### src/rtl/real_div.sv
// real_div: sequential IEEE-754 divider (binary32 or binary64), restoring
// mantissa divide at one quotient bit per clock, fixed latency of N+2 cycles.
module real_div #(
  parameter bit          IS_DOUBLE  = 1'b0,
  parameter int unsigned EXP_WIDTH  = IS_DOUBLE ? 11 : 8,
  parameter int unsigned MANT_WIDTH = IS_DOUBLE ? 52 : 23
) (
  input  logic                            clk,
  input  logic                            rst_n,
  input  logic                            start,
  input  logic [EXP_WIDTH+MANT_WIDTH:0]   a,
  input  logic [EXP_WIDTH+MANT_WIDTH:0]   b,
  output logic                            busy,
  output logic                            done,
  output logic [EXP_WIDTH+MANT_WIDTH:0]   result,
  output logic                            flag_dz,
  output logic                            flag_ovf,
  output logic                            flag_unf,
  output logic                            flag_inv
);

  localparam int unsigned W    = EXP_WIDTH + MANT_WIDTH + 1;
  localparam int unsigned N    = MANT_WIDTH + 3;
  localparam int unsigned CW   = $clog2(N + 1);
  localparam int unsigned EW   = EXP_WIDTH + 2;
  localparam int unsigned BIAS = IS_DOUBLE ? 1023 : 127;
  localparam int unsigned MW   = MANT_WIDTH + 1;
  localparam int unsigned RW   = MANT_WIDTH + 2;

  localparam logic signed [EW-1:0] EXP_MAX = EW'((1 << EXP_WIDTH) - 1);

  typedef enum logic [1:0] {
    S_IDLE,
    S_DIV,
    S_RND,
    S_FIN
  } state_t;

  typedef enum logic [2:0] {
    SP_NONE,
    SP_NAN,
    SP_DZ,
    SP_INF,
    SP_ZERO
  } spec_t;

  state_t state_q, state_nxt;

  // control strobes decoded from the FSM
  logic do_load, do_step, do_round, do_publish;

  // captured operation context
  logic                 sign_q;
  spec_t                spec_q;
  logic signed [EW-1:0] exp_q;
  logic [MW-1:0]        mb_q;
  logic [RW-1:0]        rem_q;
  logic [N-1:0]         quo_q;
  logic [CW-1:0]        cnt_q;

  // rounded result staged between RND and the done edge
  logic [W-1:0]         pend_result_q;
  logic [3:0]           pend_flags_q;

  // operand fields and classification
  logic [EXP_WIDTH-1:0]  ea, eb;
  logic [MANT_WIDTH-1:0] fa, fb;
  logic a_zero, a_inf, a_nan, b_zero, b_inf, b_nan;
  logic a_max, b_max;
  spec_t spec_in;
  logic signed [EW-1:0] exp_init;

  assign ea = a[W-2 -: EXP_WIDTH];
  assign eb = b[W-2 -: EXP_WIDTH];
  assign fa = a[MANT_WIDTH-1:0];
  assign fb = b[MANT_WIDTH-1:0];

  assign a_max  = &ea;
  assign b_max  = &eb;
  assign a_zero = (ea == '0);
  assign b_zero = (eb == '0);
  assign a_inf  = a_max && (fa == '0);
  assign b_inf  = b_max && (fb == '0);
  assign a_nan  = a_max && (fa != '0);
  assign b_nan  = b_max && (fb != '0);

  assign exp_init = EW'(ea) - EW'(eb) + EW'(BIAS);

  // special-case classification in priority order
  always_comb begin
    spec_in = SP_NONE;
    if (a_nan || b_nan || (a_zero && b_zero) || (a_inf && b_inf)) begin
      spec_in = SP_NAN;
    end else if (b_zero && !a_zero && !a_inf) begin
      spec_in = SP_DZ;
    end else if (a_inf) begin
      spec_in = SP_INF;
    end else if (a_zero || b_inf) begin
      spec_in = SP_ZERO;
    end
  end

  // one restoring step: compare, conditionally subtract, shift
  logic          rem_ge;
  logic [RW-1:0] rem_sub, rem_nxt;
  logic [N-1:0]  quo_nxt;

  always_comb begin
    rem_ge  = (rem_q >= {1'b0, mb_q});
    rem_sub = rem_ge ? (rem_q - {1'b0, mb_q}) : rem_q;
    rem_nxt = rem_sub << 1;
    quo_nxt = {quo_q[N-2:0], rem_ge};
  end

  // normalise, round half-up on the guard bit, range check, special override
  // Quotient MSB carries weight 2^0, so quo_q[N-1] set means ma/mb >= 1.
  logic                  q_hi, guard;
  logic [MANT_WIDTH-1:0] frac_raw, frac_rnd;
  logic [MANT_WIDTH:0]   frac_sum;
  logic signed [EW-1:0]  e_norm, e_rnd;
  logic                  ovf, unf;
  logic [W-1:0]          rnd_result;
  logic [3:0]            rnd_flags;

  always_comb begin
    q_hi       = quo_q[N-1];
    frac_raw   = q_hi ? quo_q[MANT_WIDTH+1:2] : quo_q[MANT_WIDTH:1];
    guard      = q_hi ? quo_q[1] : quo_q[0];
    e_norm     = q_hi ? exp_q : (exp_q - EW'(1));
    frac_sum   = {1'b0, frac_raw} + {{MANT_WIDTH{1'b0}}, guard};
    frac_rnd   = frac_sum[MANT_WIDTH-1:0];
    e_rnd      = e_norm + EW'(frac_sum[MANT_WIDTH]);
    ovf        = !e_rnd[EW-1] && (e_rnd >= EXP_MAX);
    unf        = e_rnd[EW-1] || (e_rnd == '0);
    rnd_result = '0;
    rnd_flags  = 4'b0000;
    case (spec_q)
      SP_NAN: begin
        rnd_result = {1'b0, {EXP_WIDTH{1'b1}}, 1'b1, {(MANT_WIDTH-1){1'b0}}};
        rnd_flags  = 4'b1000;
      end
      SP_DZ: begin
        rnd_result = {sign_q, {EXP_WIDTH{1'b1}}, {MANT_WIDTH{1'b0}}};
        rnd_flags  = 4'b0100;
      end
      SP_INF: begin
        rnd_result = {sign_q, {EXP_WIDTH{1'b1}}, {MANT_WIDTH{1'b0}}};
      end
      SP_ZERO: begin
        rnd_result = {sign_q, {(W-1){1'b0}}};
      end
      default: begin
        if (ovf) begin
          rnd_result = {sign_q, {EXP_WIDTH{1'b1}}, {MANT_WIDTH{1'b0}}};
          rnd_flags  = 4'b0010;
        end else if (unf) begin
          rnd_result = {sign_q, {(W-1){1'b0}}};
          rnd_flags  = 4'b0001;
        end else begin
          rnd_result = {sign_q, e_rnd[EXP_WIDTH-1:0], frac_rnd};
        end
      end
    endcase
  end

  // FSM state register
  always_ff @(posedge clk or negedge rst_n) begin
    if (!rst_n) begin
      state_q <= S_IDLE;
    end else begin
      state_q <= state_nxt;
    end
  end

  // FSM next-state and control strobes
  always_comb begin
    state_nxt  = state_q;
    do_load    = 1'b0;
    do_step    = 1'b0;
    do_round   = 1'b0;
    do_publish = 1'b0;
    case (state_q)
      S_IDLE: begin
        if (start) begin
          do_load   = 1'b1;
          state_nxt = S_DIV;
        end
      end
      S_DIV: begin
        do_step = 1'b1;
        if (cnt_q == CW'(1)) begin
          state_nxt = S_RND;
        end
      end
      S_RND: begin
        do_round  = 1'b1;
        state_nxt = S_FIN;
      end
      S_FIN: begin
        do_publish = 1'b1;
        state_nxt  = S_IDLE;
      end
      default: begin
        state_nxt = S_IDLE;
      end
    endcase
  end

  // datapath registers and registered outputs
  always_ff @(posedge clk or negedge rst_n) begin
    if (!rst_n) begin
      sign_q        <= 1'b0;
      spec_q        <= SP_NONE;
      exp_q         <= '0;
      mb_q          <= '0;
      rem_q         <= '0;
      quo_q         <= '0;
      cnt_q         <= '0;
      pend_result_q <= '0;
      pend_flags_q  <= '0;
      busy          <= 1'b0;
      done          <= 1'b0;
      result        <= '0;
      flag_inv      <= 1'b0;
      flag_dz       <= 1'b0;
      flag_ovf      <= 1'b0;
      flag_unf      <= 1'b0;
    end else begin
      done <= do_publish;
      if (do_load) begin
        sign_q <= a[W-1] ^ b[W-1];
        spec_q <= spec_in;
        exp_q  <= exp_init;
        mb_q   <= {1'b1, fb};
        rem_q  <= {1'b0, 1'b1, fa};
        quo_q  <= '0;
        cnt_q  <= CW'(N);
        busy   <= 1'b1;
      end
      if (do_step) begin
        rem_q <= rem_nxt;
        quo_q <= quo_nxt;
        cnt_q <= cnt_q - CW'(1);
      end
      if (do_round) begin
        pend_result_q <= rnd_result;
        pend_flags_q  <= rnd_flags;
      end
      if (do_publish) begin
        busy     <= 1'b0;
        result   <= pend_result_q;
        flag_inv <= pend_flags_q[3];
        flag_dz  <= pend_flags_q[2];
        flag_ovf <= pend_flags_q[1];
        flag_unf <= pend_flags_q[0];
      end
    end
  end

endmodule
### config.mk
export PLATFORM = sky130hd
export DESIGN_NAME = real_div
export DESIGN_NICKNAME = d
export VERILOG_FILES = /design/src/rtl/real_div.sv
export SDC_FILE = /design/constraint.sdc
export NUM_CORES = 1
export LEC_CHECK = 0
export ABC_AREA = 1
export CORE_ASPECT_RATIO = 1.75
export CORE_MARGIN = 2
export CORE_UTILIZATION = 58
export DETAILED_ROUTE_END_ITERATION = 7
export PLACE_DENSITY = 0.81
export SLEW_MARGIN = 0
export SYNTH_ARGS = -nofsm -noshare
export SYNTH_HDL_FRONTEND = slang
export SYNTH_SLANG_ARGS = --single-unit
### constraint.sdc
create_clock -name clk -period 5.8 [get_ports clk]
set_input_delay 1.45 -clock clk [delete_from_list [all_inputs] [get_ports clk]]
set_output_delay 1.45 -clock clk [all_outputs]
set_load 0.01 [all_outputs]
==> flow_summary.json <==
{
  "track_usage_pct": 28.9,
  "cts_buffers": 17,
  "synth_edf_count": 0,
  "crit_top_cell": "nand2_1",
  "critPathLaunchType": "flip-flop",
  "area_growth_pct": 16.5,
  "period_minus_slack_ps": 4860,
  "ys_ff_latch": 170,
  "startpoint": "quo_q[25]",
  "root_buffer": "clkbuf_16",
  "hold_buffers": 0,
  "via_count": 9441,
  "share_seq_of_total_power_pct": 27.2,
  "final.period_utilization_pct": 83.8,
  "hold_start": "mb_q[23]",
  "syn_avg_cell_area_um2": 7.71,
  "numPortBuffers": 104,
  "dr.pass1.iters": 5,
  "r2r-start": "quo_q[25]",
  "die_h_um": 183,
  "placed_cell_area_mm2": 0.0118,
  "antenna_found_initial": 0,
  "async_flop_share_pct": 100,
  "end_kind": "flip-flop",
  "wl_per_cell_um": 15.5,
  "ys_warn_count": 0,
  "fillers": 1554,
  "cts.sinks": 170,
  "max_freq_ghz": 0.206,
  "synth_flop_cell": "dfrtp_1",
  "cts_tree": "yes",
  "maxCapViolations": 0,
  "vias_per_cell": 5.50,
  "cp.required_ps": 6170,
  "core_mm2": 0.0180,
  "num_rows": 65,
  "hold_slack_ps": 458,
  "dp_hpwl_um": 20500,
  "mostFrequentLayoutCells": "nand2_1 (310), inv_1 (188), dfrtp_1 (170)",
  "layout_commonest_cell": "nand2_1",
  "intPower_mw": 3.81,
  "slew_viol_final": 0,
  "grt_pass1_vias": 9724,
  "p_leak_nw": 5.82,
  "start_util_pct": 59.1,
  "synth_top_area_cell": "dfrtp_1",
  "drive_above_1_share_pct": 7.62,
  "clkTransAtPathRegs_ps": 70,
  "dr.first_iter.drc_count": 474,
  "stdcell_count": 1716,
  "dp.cells": 1684,
  "syn-num-nets": 1492,
  "cts_resized": 0,
  "die-area_mm2": 0.0194,
  "comb_power_share_pct": 57.6,
  "overflow": 0,
  "clk_latency_ps": 440,
  "pin_count": 105,
  "clock_path_buffers": 2,
  "skew_ps": 9.65,
  "rsz0062_at_grt": "false",
  "drc": 0,
  "max-vdd-ir-drop_mv": 0.358,
  "cts_setup_buffers": 0,
  "finalHoldViolCount": 0,
  "worst_pin_slew_ps": 948,
  "synth_top_area_share_pct": 40.1,
  "slew_headroom_pct": 36.8,
  "swShare_pct": 46.8,
  "synth_cells": 1378,
  "setup_viol": 0,
  "fin_setup_tns_ps": 0,
  "outcome": "finished clean",
  "worst_path_largest_cell_delay_ps": 860,
  "grt_max_degree": 93,
  "cpMaxStageDelayCell": "dfrtp_1",
  "yosysSeqAreaShare_pct": 40.1,
  "ant_nets": 0,
  "grt_pass1_wl_um": 44500,
  "switching_power_mw": 3.35,
  "postLayoutCellArea_mm2": 0.0124,
  "fp.dieW_um": 106,
  "synth_area_mm2": 0.0106,
  "place.gp.congestion": 1.05,
  "ys_top_cells_by_area": "dfrtp_1 (40%), nand2_1 (11%), inv_1 (6.6%)",
  "htree_num_levels": 4,
  "worstHoldPathType": "reg2reg",
  "powerDensity_mw_per_mm2": 579,
  "clockPowerShare_pct": 15.1,
  "crit_arrival_ps": 5240,
  "path_class": "reg2reg",
  "wirelength_um": 26600,
  "n_antenna_cell": 0,
  "nNetsFinal": 1583,
  "yosysUniqueCellTypes": 53,
  "cp_max_fo": 27
}
[Yosys cell counts, drive strengths merged, types with 4 or more instances]
library cell	instances
dfrtp	170
a21boi	4
buf	18
o21bai	4
nor4	16
inv	192
nand2	313
o21ai	114
clkbuf	26
xor2	30
ha	45
xnor2	13
o22a	5
a22oi	10
nand3	88
or2	5
nor2	117
a21oi	59
mux2	31
o22ai	32
a21o	5
nor3	19
nand4	43
[state kept, by name, summed over array words and instances, names as in the netlist, 2 cells and up]
name and count:
cnt_q 5, mb_q 24, spec_q 3, pend_result_q 32
state_q 2, rem_q 25, result 32, quo_q 26
exp_q 10, pend_flags_q 4
[cell type report]
cell class                 count  area [µm²]  share of cell area (%)
multi-input combinational    969        5410                    43.7
clock inverter                12        87.6                   0.708
clock buffer                  20         467                    3.77
tap                          234         293                    2.37
timing repair buffer         116        1130                    9.15
inverter                     195         732                    5.92
sequential                   170        4250                    34.4
[per-stage QoR]
stage	power, mW	worst slack (ps)	utilization [%]
4_1_cts	7.16	951	68.8
5_1_grt	7.82	271	68.8
6_report	7.17	938	68.8
2_1_floorplan	4.96	1790	-
3_5_place_dp	6.06	956	65.8
3_3_place_gp	5.97	1160	65.8
[metal layers]
layer | global-route usage (%) | wire (µm) | share of wire, % | up-vias
met5 | 0 | 0 | 0 | -
met4 | 19.4 | 1810 | 6.8 | 0
met2 | 54.6 | 14500 | 54 | 221
met3 | 3.73 | 741 | 2.8 | 99
met1 | 28.8 | 9560 | 36 | 4388
li1 | - | - | - | 4733
[cell families after synthesis]
logic type	synth area share (%)
compound gates	12.8
buf+inv	9.03
flops	40.1
simple gates	25.5
xor+xnor	3.62
mux	3.29
fa+ha+maj	5.68
[worst paths after layout]
check,to,slack (ps),cells past startpoint
min in group asynchronous,mb_q[5],1020,1
worst min register to register,mb_q[23],460,2
max in group asynchronous,done,3710,2
worst min-delay path,mb_q[23],460,2
worst max register to register,pend_result_q[0],940,31
worst max-delay path,pend_result_q[0],940,31
[power groups by stage]
stage | Combinational, mW | Clock (mW) | Sequential, mW
6_report | 4.13 | 1.08 | 1.95
5_1_grt | 4.66 | 1.14 | 2.01
4_1_cts | 4.12 | 1.09 | 1.95
3_5_place_dp | 4.09 | 0 | 1.97
3_3_place_gp | 4.02 | 0 | 1.95
2_1_floorplan | 3.01 | 0 | 1.94
[worst max-delay path, delay by kind of cell (launching register included)]
family	cells	cell delay (ps)
buf+inv	6	950
compound gates	1	120
flops	1	860
fa+ha+maj	1	180
simple gates	23	2680
No activity file was read; power rests on OpenSTA's default activity.
